<file path="config.mk">
export PLATFORM = sky130hd
export DESIGN_NAME = dmi_jtag_dr
export DESIGN_NICKNAME = d
export VERILOG_FILES = /design/src/rtl/dmi_jtag_dr.sv
export SDC_FILE = /design/constraint.sdc
export NUM_CORES = 1
export LEC_CHECK = 0
export CORE_MARGIN = 2
export CORE_UTILIZATION = 40
export DETAILED_ROUTE_END_ITERATION = 8
export PLACE_DENSITY = 0.75
export SYNTH_ARGS = -nofsm -noshare
export SYNTH_HDL_FRONTEND = slang
export SYNTH_SLANG_ARGS = --single-unit
</file>
<file path="constraint.sdc">
create_clock -name tck_i -period 6.4 [get_ports tck_i]
set_input_delay 1.92 -clock tck_i [delete_from_list [all_inputs] [get_ports tck_i]]
set_output_delay 1.92 -clock tck_i [all_outputs]
set_load 0.03 [all_outputs]
</file>
<file path="src/rtl/dmi_jtag_dr.sv">
// dmi_jtag_dr: TCK-domain DMI access data register and request/response FSM.
// Define DMI_JTAG_DR_TIMEOUT_EN to abort requests left unanswered for TimeoutCycles.
module dmi_jtag_dr #(
    parameter int AddrWidth     = 7,
    parameter int TimeoutCycles = 1024
) (
    input  logic                 tck_i,
    input  logic                 trst_ni,
    input  logic                 test_logic_reset_i,
    input  logic                 dmi_access_i,
    input  logic                 capture_dr_i,
    input  logic                 shift_dr_i,
    input  logic                 update_dr_i,
    input  logic                 dmi_tdi_i,
    output logic                 dmi_tdo_o,
    input  logic                 dmi_reset_i,
    output logic [1:0]           dmi_error_o,
    output logic                 dmi_req_valid_o,
    input  logic                 dmi_req_ready_i,
    output logic [AddrWidth-1:0] dmi_req_addr_o,
    output logic [1:0]           dmi_req_op_o,
    output logic [31:0]          dmi_req_data_o,
    input  logic                 dmi_resp_valid_i,
    output logic                 dmi_resp_ready_o,
    input  logic [31:0]          dmi_resp_data_i,
    input  logic [1:0]           dmi_resp_resp_i
);
    localparam int DrWidth = AddrWidth + 34;

    typedef enum logic [1:0] {Idle, Req, WaitResp} state_e;

    state_e               state_q;
    logic [DrWidth-1:0]   dr_q;
    logic [AddrWidth-1:0] addr_q, req_addr_q;
    logic [31:0]          data_q, req_data_q;
    logic [1:0]           op_q, error_q, err_set, err_next, status, dr_op;
    logic                 discard_q, busy, capture, shift, update, accept, handshake, resp_done, timeout;

    assign busy      = state_q != Idle;
    assign capture   = capture_dr_i & dmi_access_i;
    assign shift     = shift_dr_i & dmi_access_i;
    assign update    = update_dr_i & dmi_access_i;
    assign dr_op     = dr_q[1:0];
    assign accept    = update & ~busy & ~test_logic_reset_i & (error_q == 2'd0) & ((dr_op == 2'd1) | (dr_op == 2'd2));
    assign handshake = (state_q == Req) & dmi_req_ready_i;
    assign resp_done = (state_q == WaitResp) & dmi_resp_valid_i;
    assign status    = busy ? 2'd3 : error_q;

    // A response to a request issued before Test-Logic-Reset is dropped.
    always_comb begin
        err_set = 2'd0;
        if ((capture | update) & busy) err_set = 2'd3;
        else if ((resp_done & ~discard_q & (dmi_resp_resp_i != 2'd0)) | timeout) err_set = 2'd2;
        err_next = (dmi_reset_i | test_logic_reset_i) ? 2'd0 : (err_set > error_q ? err_set : error_q);
    end

`ifdef DMI_JTAG_DR_TIMEOUT_EN
    localparam int CntWidth = $clog2(TimeoutCycles + 1);

    logic [CntWidth-1:0] cnt_q;

    assign timeout = busy & (cnt_q == CntWidth'(TimeoutCycles - 1)) & ~handshake & ~resp_done;

    always_ff @(posedge tck_i or negedge trst_ni) begin
        if (!trst_ni) cnt_q <= '0;
        else if (!busy | handshake | resp_done | timeout) cnt_q <= '0;
        else cnt_q <= cnt_q + 1'b1;
    end
`else
    assign timeout = 1'b0;
`endif

    always_ff @(posedge tck_i or negedge trst_ni) begin
        if (!trst_ni) begin
            state_q    <= Idle;
            dr_q       <= '0;
            addr_q     <= '0;
            data_q     <= '0;
            req_addr_q <= '0;
            req_data_q <= '0;
            op_q       <= '0;
            error_q    <= '0;
            discard_q  <= 1'b0;
        end else begin
            error_q   <= err_next;
            discard_q <= busy & (discard_q | test_logic_reset_i);
            if (test_logic_reset_i) dr_q <= '0;
            else if (capture) dr_q <= {addr_q, data_q, status};
            else if (shift) dr_q <= {dmi_tdi_i, dr_q[DrWidth-1:1]};
            if (test_logic_reset_i) begin
                addr_q <= '0;
                data_q <= '0;
            end else if (accept) begin
                addr_q <= dr_q[DrWidth-1:34];
                data_q <= dr_q[33:2];
            end else if (resp_done & ~discard_q & (op_q == 2'd1)) begin
                data_q <= dmi_resp_data_i;
            end
            if (accept) begin
                req_addr_q <= dr_q[DrWidth-1:34];
                req_data_q <= dr_q[33:2];
                op_q       <= dr_op;
            end
            unique case (state_q)
                Idle:     if (accept) state_q <= Req;
                Req:      if (handshake) state_q <= WaitResp; else if (timeout) state_q <= Idle;
                WaitResp: if (resp_done | timeout) state_q <= Idle;
                default:  state_q <= Idle;
            endcase
        end
    end

    assign dmi_tdo_o        = dr_q[0];
    assign dmi_error_o      = error_q;
    assign dmi_req_valid_o  = state_q == Req;
    assign dmi_resp_ready_o = state_q == WaitResp;
    assign dmi_req_addr_o   = req_addr_q;
    assign dmi_req_data_o   = req_data_q;
    assign dmi_req_op_o     = op_q;
endmodule
</file>
Yosys cells after proc, flatten, opt, wreduce, memory -nomap -nowiden
Index checks and enable logic that the tools add are counted.
W data, S select, Z words.
{"block": "word_totals", "mem_count": 0, "mem_bits_ro": 0, "inputBits": 45, "ramBits": 0, "out_inout_bits": 46, "latch_bits": 0, "ff_bits": 126}
{"block": "op_classes", "shifts": 0, "add_sub_neg": 0, "n_lt_le_gt_ge": 1, "mux": 17, "bitwise_logic": 21, "eq_ne": 8, "mul": 0, "div_mod_pow": 0, "reduce_logical": 9}
{"cell": "$mux W41", "count": 3}
{"cell": "$mux W32", "count": 3}
{"cell": "$mux W2", "count": 8}
{"cell": "$and A1 B1 Y1", "count": 14}
{"cell": "$mux W7", "count": 2}
{"cell": "$reduce_bool A2 Y1", "count": 4}
{"cell": "$eq A2 B1 Y1 const B", "count": 3}
{"cell": "$pmux W2 S3", "count": 1}
{"cell": "$reduce_bool A3 Y1", "count": 2}
{"cell": "$eq A2 B2 Y1 const B", "count": 2}
{"cell": "$logic_not A2 Y1", "count": 2}
{"cell": "$ne A2 B1 Y1 const B", "count": 2}
{"cell": "$or A1 B1 Y1", "count": 4}
{"cell": "$not A1 Y1", "count": 3}
{"cell": "$reduce_and A3 Y1", "count": 1}
{"cell": "$gt A2 B2 Y1", "count": 1}
{"cell": "$ne A2 B2 Y1 const B", "count": 1}

Depth between registers and ports, before layout
Gate-level depths: netlist of run 1.
{"block": "logic_depth", "depth_word": 9, "depth_mapped": 7}

Worst setup path after synthesis of run 1
OpenSTA, ideal clock, no wires.
{"block": "synth_timing", "path_kind": "input to register", "start": "input port dmi_resp_resp_i[1]", "end": "register error_q[1], in the netlist dmi_error_o[1]", "path_stages": 7, "setup_time_ns": 0.125, "setup_slack_ns": 2.840, "t_arrival_ns": 3.434, "required_time_ns": 6.275, "path_buffers": 0, "cell_sequence": "or2_2 > a21bo_2 > ha_1 > nor2b_1 > o21ai_0 > nor2_1 > a2111oi_0"}
{"block": "synth_via", "elab_chain_cells": 6, "elab_cells_between_ends": 8}
{"element": "from (decl)", "line": "26", "text": "input logic [1:0] dmi_resp_resp_i"}
{"element": "$reduce_bool A2 Y1 *", "line": "53", "text": "else if ((resp_done & ~discard_q & (dmi_resp_resp_i != 2'd0)) | timeout) err_set = 2'd2;"}
{"element": "$and A1 B1 Y1 *", "line": "53"}
{"element": "$mux W2 *", "line": "53"}
{"element": "$mux W2 *", "line": "52", "text": "if ((capture | update) & busy) err_set = 2'd3;"}
{"element": "$gt A2 B2 Y1 or $mux W2 (tied branches)", "line": "54", "text": "err_next = (dmi_reset_i | test_logic_reset_i) ? 2'd0 : (err_set > error_q ? err_set : error_q);"}
{"element": "$reduce_bool A2 Y1 (no line) or $mux W2 (tied branches)"}
{"element": "to (signal assigned)", "line": "85", "text": "error_q <= err_next;"}
{"element": "to (decl)", "line": "36", "text": "logic [1:0] op_q, error_q, err_set, err_next, status, dr_op;"}
Mark *: on every way between the ends. The rest lies on a longest branch, timed or not. The select of a mux whose other input is x is not followed.
A chain may end at the register's enable or synchronous reset.

Worst setup path in the final report of run 1
{"block": "layout_timing", "start": "input port dmi_access_i", "end": "register addr_q[1]"}
{"block": "layout_via", "elab_chain_cells": 6}
{"element": "from (decl)", "line": "10", "text": "input logic dmi_access_i,"}
{"element": "$and A1 B1 Y1", "line": "42", "text": "assign update = update_dr_i & dmi_access_i;"}
{"element": "$and A1 B1 Y1 (4 in a row)", "line": "44", "text": "assign accept = update & ~busy & ~test_logic_reset_i & (error_q == 2'd0) & ((dr_op == 2'd1) | (dr_op == 2'd2)) ..."}
{"element": "$reduce_bool A2 Y1 (no line)"}
{"element": "to (signal assigned)", "line": "94", "text": "addr_q <= dr_q[DrWidth-1:34];"}
{"element": "to (decl)", "line": "34", "text": "logic [AddrWidth-1:0] addr_q, req_addr_q;"}
No other way between the ends.

==> results.md, run 1 <==
* Share of post-route cells with drive strength above 1 at 6.78%
* N_diodes at 0
* Grt ovf at 0
* Initial Util at 40.6%
* CTS tree: done
* CTS Buf Count at 17
* PD cells at 260 nW/um^2
* Worst skew pair latency at 0.40 ns
* Crit Path Max Fanout at 65
* WL met2 at 6780 microns
* Measured slew at the worst slew-check pin at 1.21 ns
* Clock Path Buffers at 2
* Setup crit end kind: register
* Post-CTS Setup Inserts at 0
* Setup TNS Final at 0 ns
* Metal3 WL at 618 microns
* Worst setup SP type: primary input
* Synth warnings at 0
* Final setup viols at 0
* Worst hold start: dmi_req_data_o[10]
* Clock skew at 0.00927 ns
* Die Y at 122 microns
* Clk sinks at 126
* Post-DP HPWL at 8020 microns
* Initial antenna violation count at 0
* Worst hold path type: register to register
* RSZ-0062 raised after global routing: false
* Syn Nets at 640
* Post-layout min period at 4.36 ns
* Post-DP Area at 6610 sq um
* Leakage at 0.00347 uW
* Die width at 122 microns
* GPL Wtd Cong at 0.750
* Layout area overhead at 29.2%
* Detail Route Antenna Nets at 0
* Post-synth top cells: 182 x nand2_1, 126 x dfrtp_1, 44 x o21ai_0
* Syn_area_per_cell at 9.43 sq um
* Hold Buf Count CTS at 0
* DRC viols at 0
* Final hold viol count at 0
* First-pass GRT wire length at 23000 microns
* Seq/Total Area, Yosys at 56.4%
* Top-level I/O count at 91
* Total GRT Usage at 19.6%
* Critical path arrival at 4.68 ns
* Vias in the first global route at 4616
* Max stage delay on crit path at 1.08 ns
* Post-synth EDFFs at 0
* Htree depth at 4
* Hold path depth at 2
* Via count at 4482
* Synth Flop Type: dfrtp_1
* Cells along the critical path: clkdlybuf4s50_1 -> nor4bb_1 -> and3_2 -> buf_4 -> nand2_1 -> a21oi_1
* Internal reg-to-reg setup slack at 3.72 ns
* Period utilization at 68.2%
* #FFs+latches synth at 126
* CP max-delay cell: and3_2
* Area of the die at 14900 sq um
* RR Endpoint: addr_q[1]
* Drt first pass iters at 5
* Worst vdd ir at 145 uV
* Unique masters post-synth at 30
* Syn Inst Count at 593
* DR iter-0 viols at 434
* Max-Cap Viols at 0
* Root buffer cell: clkbuf_16
* WL final at 13600 microns
* Critical path class: primary input to register
* Worst Path Required at 6.72 ns
* Worst Hold End: dmi_req_data_o[10]
* Cell area after synthesis at 5590 sq um
* Met1 wire length at 5960 microns
* Worst R2R Path Depth at 5
* Number of port buffers at 90
* Area of the core at 13800 sq um
* Fillers at 1247
* Status: complete, no violations
* Clock Pin Slew Worst Setup and Hold Paths at 0.05 ns
* Final core utilization at 52.5%
* Most frequent cell after synthesis: nand2_1
* DR top layer: met4
* DR WL/cell at 15.8 microns
* Final Cell Area at 7230 sq um
* Fmax achieved at 229 MHz
* Post-CTS sizing at 0
* Yosys top cell area share at 56.4%
* Async set-reset flop share out of synthesis at 100%
* Pins Over Slew Limit at 0
* Slew Limit Headroom at 19.6%
* Drt via density at 5.22
* Yosys top cell by area: dfrtp_1
* Final #Nets at 714
* Largest net degree at the start of global routing at 84
* Rows at 43
* Main area contributors after synthesis: dfrtp_1 56%, nand2_1 12%, mux2i_1 7.0%, a211oi_1 4.3%, o21ai_0 3.9%
* Reg2reg start: dmi_error_o[1]
-- where the power goes --
part           internal (uW)  switching [uW]
Clock                    671             329
Sequential               798           0.783
Combinational           34.7            47.1
-- layer usage --
layer,up-vias,track usage (%)
met5,-,0
met4,0,6.47
li1,2139,-
met2,120,32.4
met1,2207,25.5
met3,16,4.55
-- worst max path at each step --
stage                             startpoint             end  slack, ns  cells after the start
after floorplan           dmi_resp_resp_i[1]  dmi_error_o[1]       2.84                      7
after global placement          dmi_access_i       addr_q[3]       1.71                      6
after detailed placement        dmi_access_i       addr_q[1]       1.62                      6
after CTS                       dmi_access_i       addr_q[1]       2.05                      6
after global routing            dmi_access_i       addr_q[1]       1.87                      6
final                           dmi_access_i       addr_q[1]       2.04                      6
-- stage by stage --
step           std cells  power [uW]  worst slack [ns]  hold slack [ns]
2_1_floorplan        593         840              2.84            0.466
5_1_grt              858        1940              1.87            0.494
4_1_cts              858        1900              2.05            0.470
3_3_place_gp         828         895              1.71            0.450
3_5_place_dp         828         896              1.62            0.458
6_report             858        1880              2.04            0.461
-- layout by cell type, fill, tap and decap left out, types with 2 or more instances in the layout --
cell	n
nand2_1	181
dfrtp_1	126
clkdlybuf4s50_1	88
o21ai_0	44
a21oi_1	40
mux2i_1	39
nor2_1	35
a211oi_1	32
nand3b_1	25
clkbuf_16	17
buf_4	9
clkbuf_8	6
inv_1	3
or2_2	3
nor2b_1	3
bufinv_16	3
nor3_1	2
ha_1	2
clkbuf_1	2
-- critical path: cells and delay by family --
kind | cells | cell delay (ns)
compound gates | 1 | 0.14
buf+inv | 2 | 0.89
simple gates | 3 | 1.68
-- flip-flops by register name, summed over array words and instances, names as in the netlist --
name / count
state_q: 2
dmi_req_op_o: 2
dmi_req_data_o: 32
discard_q: 1
addr_q: 7
dr_q: 41
dmi_error_o: 2
dmi_req_addr_o: 7
data_q: 32
-- layout make-up --
type                    instances  area (sq um)  area share [%]
flip-flops and latches        126          3150            43.6
well taps                     180           225            3.12
multi-input cells             421          2270            31.4
clock buffers                  25           515            7.13
repair buffers                 98           953            13.2
inverters                       3          11.3           0.156
clock inverters                 5           103            1.42
-- cells by family (layout without fill, tap and decap cells) --
family,Yosys count,count (layout),share of synthesized area (%)
fa+ha+maj,2,2,0.447
xor+xnor,1,1,0.157
mux,39,39,6.98
flops,126,126,56.4
compound gates,123,123,12.9
buf+inv,46,131,3.60
simple gates,256,256,19.6
No activity file was read; power rests on OpenSTA's default activity.
==> run 2, diff against run 1 <==
--- a/config.mk
+++ b/config.mk
@@ -8,7 +8,7 @@
 export CORE_MARGIN = 2
 export CORE_UTILIZATION = 40
 export DETAILED_ROUTE_END_ITERATION = 8
-export PLACE_DENSITY = 0.75
+export PLACE_DENSITY = 0.77
 export SYNTH_ARGS = -nofsm -noshare
 export SYNTH_HDL_FRONTEND = slang
 export SYNTH_SLANG_ARGS = --single-unit
==> constraint.sdc (replaced) <==
create_clock -name tck_i -period 3.6 [get_ports tck_i]
set_input_delay 1.08 -clock tck_i [delete_from_list [all_inputs] [get_ports tck_i]]
set_output_delay 1.08 -clock tck_i [all_outputs]
set_load 0.03 [all_outputs]
==> run 2 against run 1 <==
Sequential share of layout area decreased by 0.71 points. Clock power increased by 80%. Sequential power increased by 78%. Core utilization increased by 0.87 points. Non-clock buffer count increased by 7. Global-route usage decreased by 0.20 points. Critical path type unchanged.
==> results.md, run 2 (synthesized netlist as in run 1, its figures left out) <==
* Post-DP HPWL at 8510 microns (+6.1%)
* CTS tree: done
* Critical path arrival at 3.30 ns (-1.38 ns)
* Initial Util at 40.6% (unchanged)
* Layout area overhead at 31.4%
* Vias in the first global route at 4583 (-0.71%)
* Status: complete, no violations
* WL final at 13400 microns (-1.0%)
* Worst R2R Path Depth at 7 (+2)
* Worst vdd ir at 350 uV (+140%)
* Max stage delay on crit path at 0.47 ns (-0.61 ns)
* Combinational power share at 4.5% (+0.2 points)
* CP max-delay cell: clkdlybuf4s50_1
* Clock Path Buffers at 2 (unchanged)
* Rows at 43 (unchanged)
* Root buffer cell: clkbuf_16
* DR iter-0 viols at 289 (-33%)
* Htree depth at 4 (unchanged)
* Final setup viols at 0 (unchanged)
* Reg2reg start: state_q[1]
* P_sw at 729 uW (+93%)
* Commonest non-fill, non-tap cells in the layout: 181 x nand2_1, 126 x dfrtp_1, 88 x clkdlybuf4s50_1
* N_diodes at 0 (unchanged)
* Internal Power at 2640 uW (+76%)
* Clock Pin Slew Worst Setup and Hold Paths at 0.06 ns (about the same)
* DRC viols at 0 (unchanged)
* Switching Share at 21.6% (+1.6 points)
* Worst hold path type: register to register
* Fillers at 1219 (-2.2%)
* Biggest register: dr_q
* Clock skew at 0.00739 ns (-0.00188 ns)
* Drt via density at 5.25 (+0.51%)
* RSZ-0062 raised after global routing: false
* Hold Buf Count CTS at 0 (unchanged)
* Internal reg-to-reg setup slack at 1.27 ns (-2.45 ns)
* Measured slew at the worst slew-check pin at 0.576 ns (-0.630 ns)
* First-pass GRT wire length at 22600 microns (-1.8%)
* Register area at 3150 sq um (unchanged)
* Area of the core at 13800 sq um (unchanged)
* Max-Cap Viols at 0 (unchanged)
* Post-CTS Setup Inserts at 0 (unchanged)
* Setup crit end kind: register
* Slew Limit Headroom at 61.5% (+42 points)
* Post-layout min period at 3.00 ns
* Worst Path Required at 3.90 ns (-2.82 ns)
* Clock power frac at 53.4% (+0.2 points)
* Drt first pass iters at 5 (unchanged)
* Critical Path Source: capture_dr_i
* Seq pwr share at 42.1% (-0.4 points)
* Initial antenna violation count at 0 (unchanged)
* Min Hold Slack at 0.462 ns (+0.000958 ns)
* Worst hold start: dmi_req_data_o[18]
* CTS Buf Count at 17 (unchanged)
* Die Y at 122 microns (unchanged)
* DR WL/cell at 15.5 microns (-2.1%)
* Post-CTS sizing at 0 (unchanged)
* Leakage at 0.00350 uW (+1.1%)
* Clk sinks at 126 (unchanged)
* Max reg flops at 41 (unchanged)
* Critical path class: primary input to register
* Number of port buffers at 90 (unchanged)
* Period utilization at 83.4%
* Final #Nets at 721 (+0.98%)
* Largest net degree at the start of global routing at 58 (-31%)
* Top-level I/O count at 91 (unchanged)
* Area of the die at 14900 sq um (unchanged)
* Die width at 122 microns (unchanged)
* Worst setup SP type: primary input
* Final core utilization at 53.4% (+0.87 points)
* Share of post-route cells with drive strength above 1 at 8.15% (+1.4 points)
* GPL Wtd Cong at 0.820 (+9.3%)
* PD cells at 459 nW/um^2 (+76%)
* Cells along the critical path: clkdlybuf4s50_1 -> o221ai_1 -> a21bo_2 -> ha_1 -> nor2b_1 -> o21ai_0 -> nor2_1 -> a2111oi_0
* Fmax achieved at 333 MHz
* Grt ovf at 0 (unchanged)
* Hold path depth at 2 (unchanged)
* Worst Hold End: dmi_req_data_o[18]
* Worst skew pair latency at 0.42 ns (+0.02 ns)
* Pins Over Slew Limit at 0 (unchanged)
* Area of the multi-input gates at 2270 sq um (unchanged)
* Setup TNS Final at 0 ns (unchanged)
* Via count at 4552 (+1.6%)
* Detail Route Antenna Nets at 0 (unchanged)
* Total GRT Usage at 19.4% (-0.20 points)
* Final hold viol count at 0 (unchanged)
* Crit Path Max Fanout at 4 (-94%)
* RR Endpoint: dmi_error_o[1]
* Most common cell after layout, fill and taps aside: nand2_1
[run 2: through the flow]
stage	instances	worst slack, ns	total power (uW)	cell area [sq um]
floorplan	593	0.880	1490	5590
global placement	835	0.283	1600	6730
detailed placement	835	0.171	1600	6730
CTS	867	0.603	3410	7350
global route	867	0.483	3490	7350
finish	867	0.598	3370	7350
[run 2: critical path: cells and delay by family]
kind            cells  cell delay (ns)
simple gates        2             0.20
compound gates      4             1.27
buf+inv             1             0.47
fa+ha+maj           1             0.28
[run 2: worst max-delay path by stage]
stage	depth (start not counted)	slack, ns	end
2_1_floorplan	7	0.88	dmi_error_o[1]
5_1_grt	8	0.48	dmi_error_o[1]
4_1_cts	8	0.60	dmi_error_o[1]
3_5_place_dp	8	0.17	dmi_error_o[1]
3_3_place_gp	8	0.28	dmi_error_o[1]
6_report	8	0.60	dmi_error_o[1]
[run 2: layout make-up]
cell class                 instances  share of cell area (%)
clock inverter                    14                    2.64
multi-input combinational        421                    30.9
timing repair buffer             105                    14.5
sequential                       126                    42.9
inverter                           3                   0.153
clock buffer                      18                    5.84
tap                              180                    3.06
[run 2: power by group through the flow]
| stage | Sequential (uW) | Clock [uW] | Combinational [uW] |
|---|---|---|---|
| floorplan | 1450 | 0 | 47.5 |
| detailed placement | 1440 | 0 | 154 |
| CTS | 1420 | 1830 | 156 |
| finish | 1420 | 1800 | 153 |
| global route | 1420 | 1910 | 166 |
| global placement | 1440 | 0 | 152 |
[run 2: layer usage]
layer	GRT usage [%]	vias up	part of all wire, %
li1	-	2162	-
met1	25.3	2232	45
met2	30.4	137	49
met3	5.30	21	5.2
met4	8.41	0	1.4
met5	0	-	0
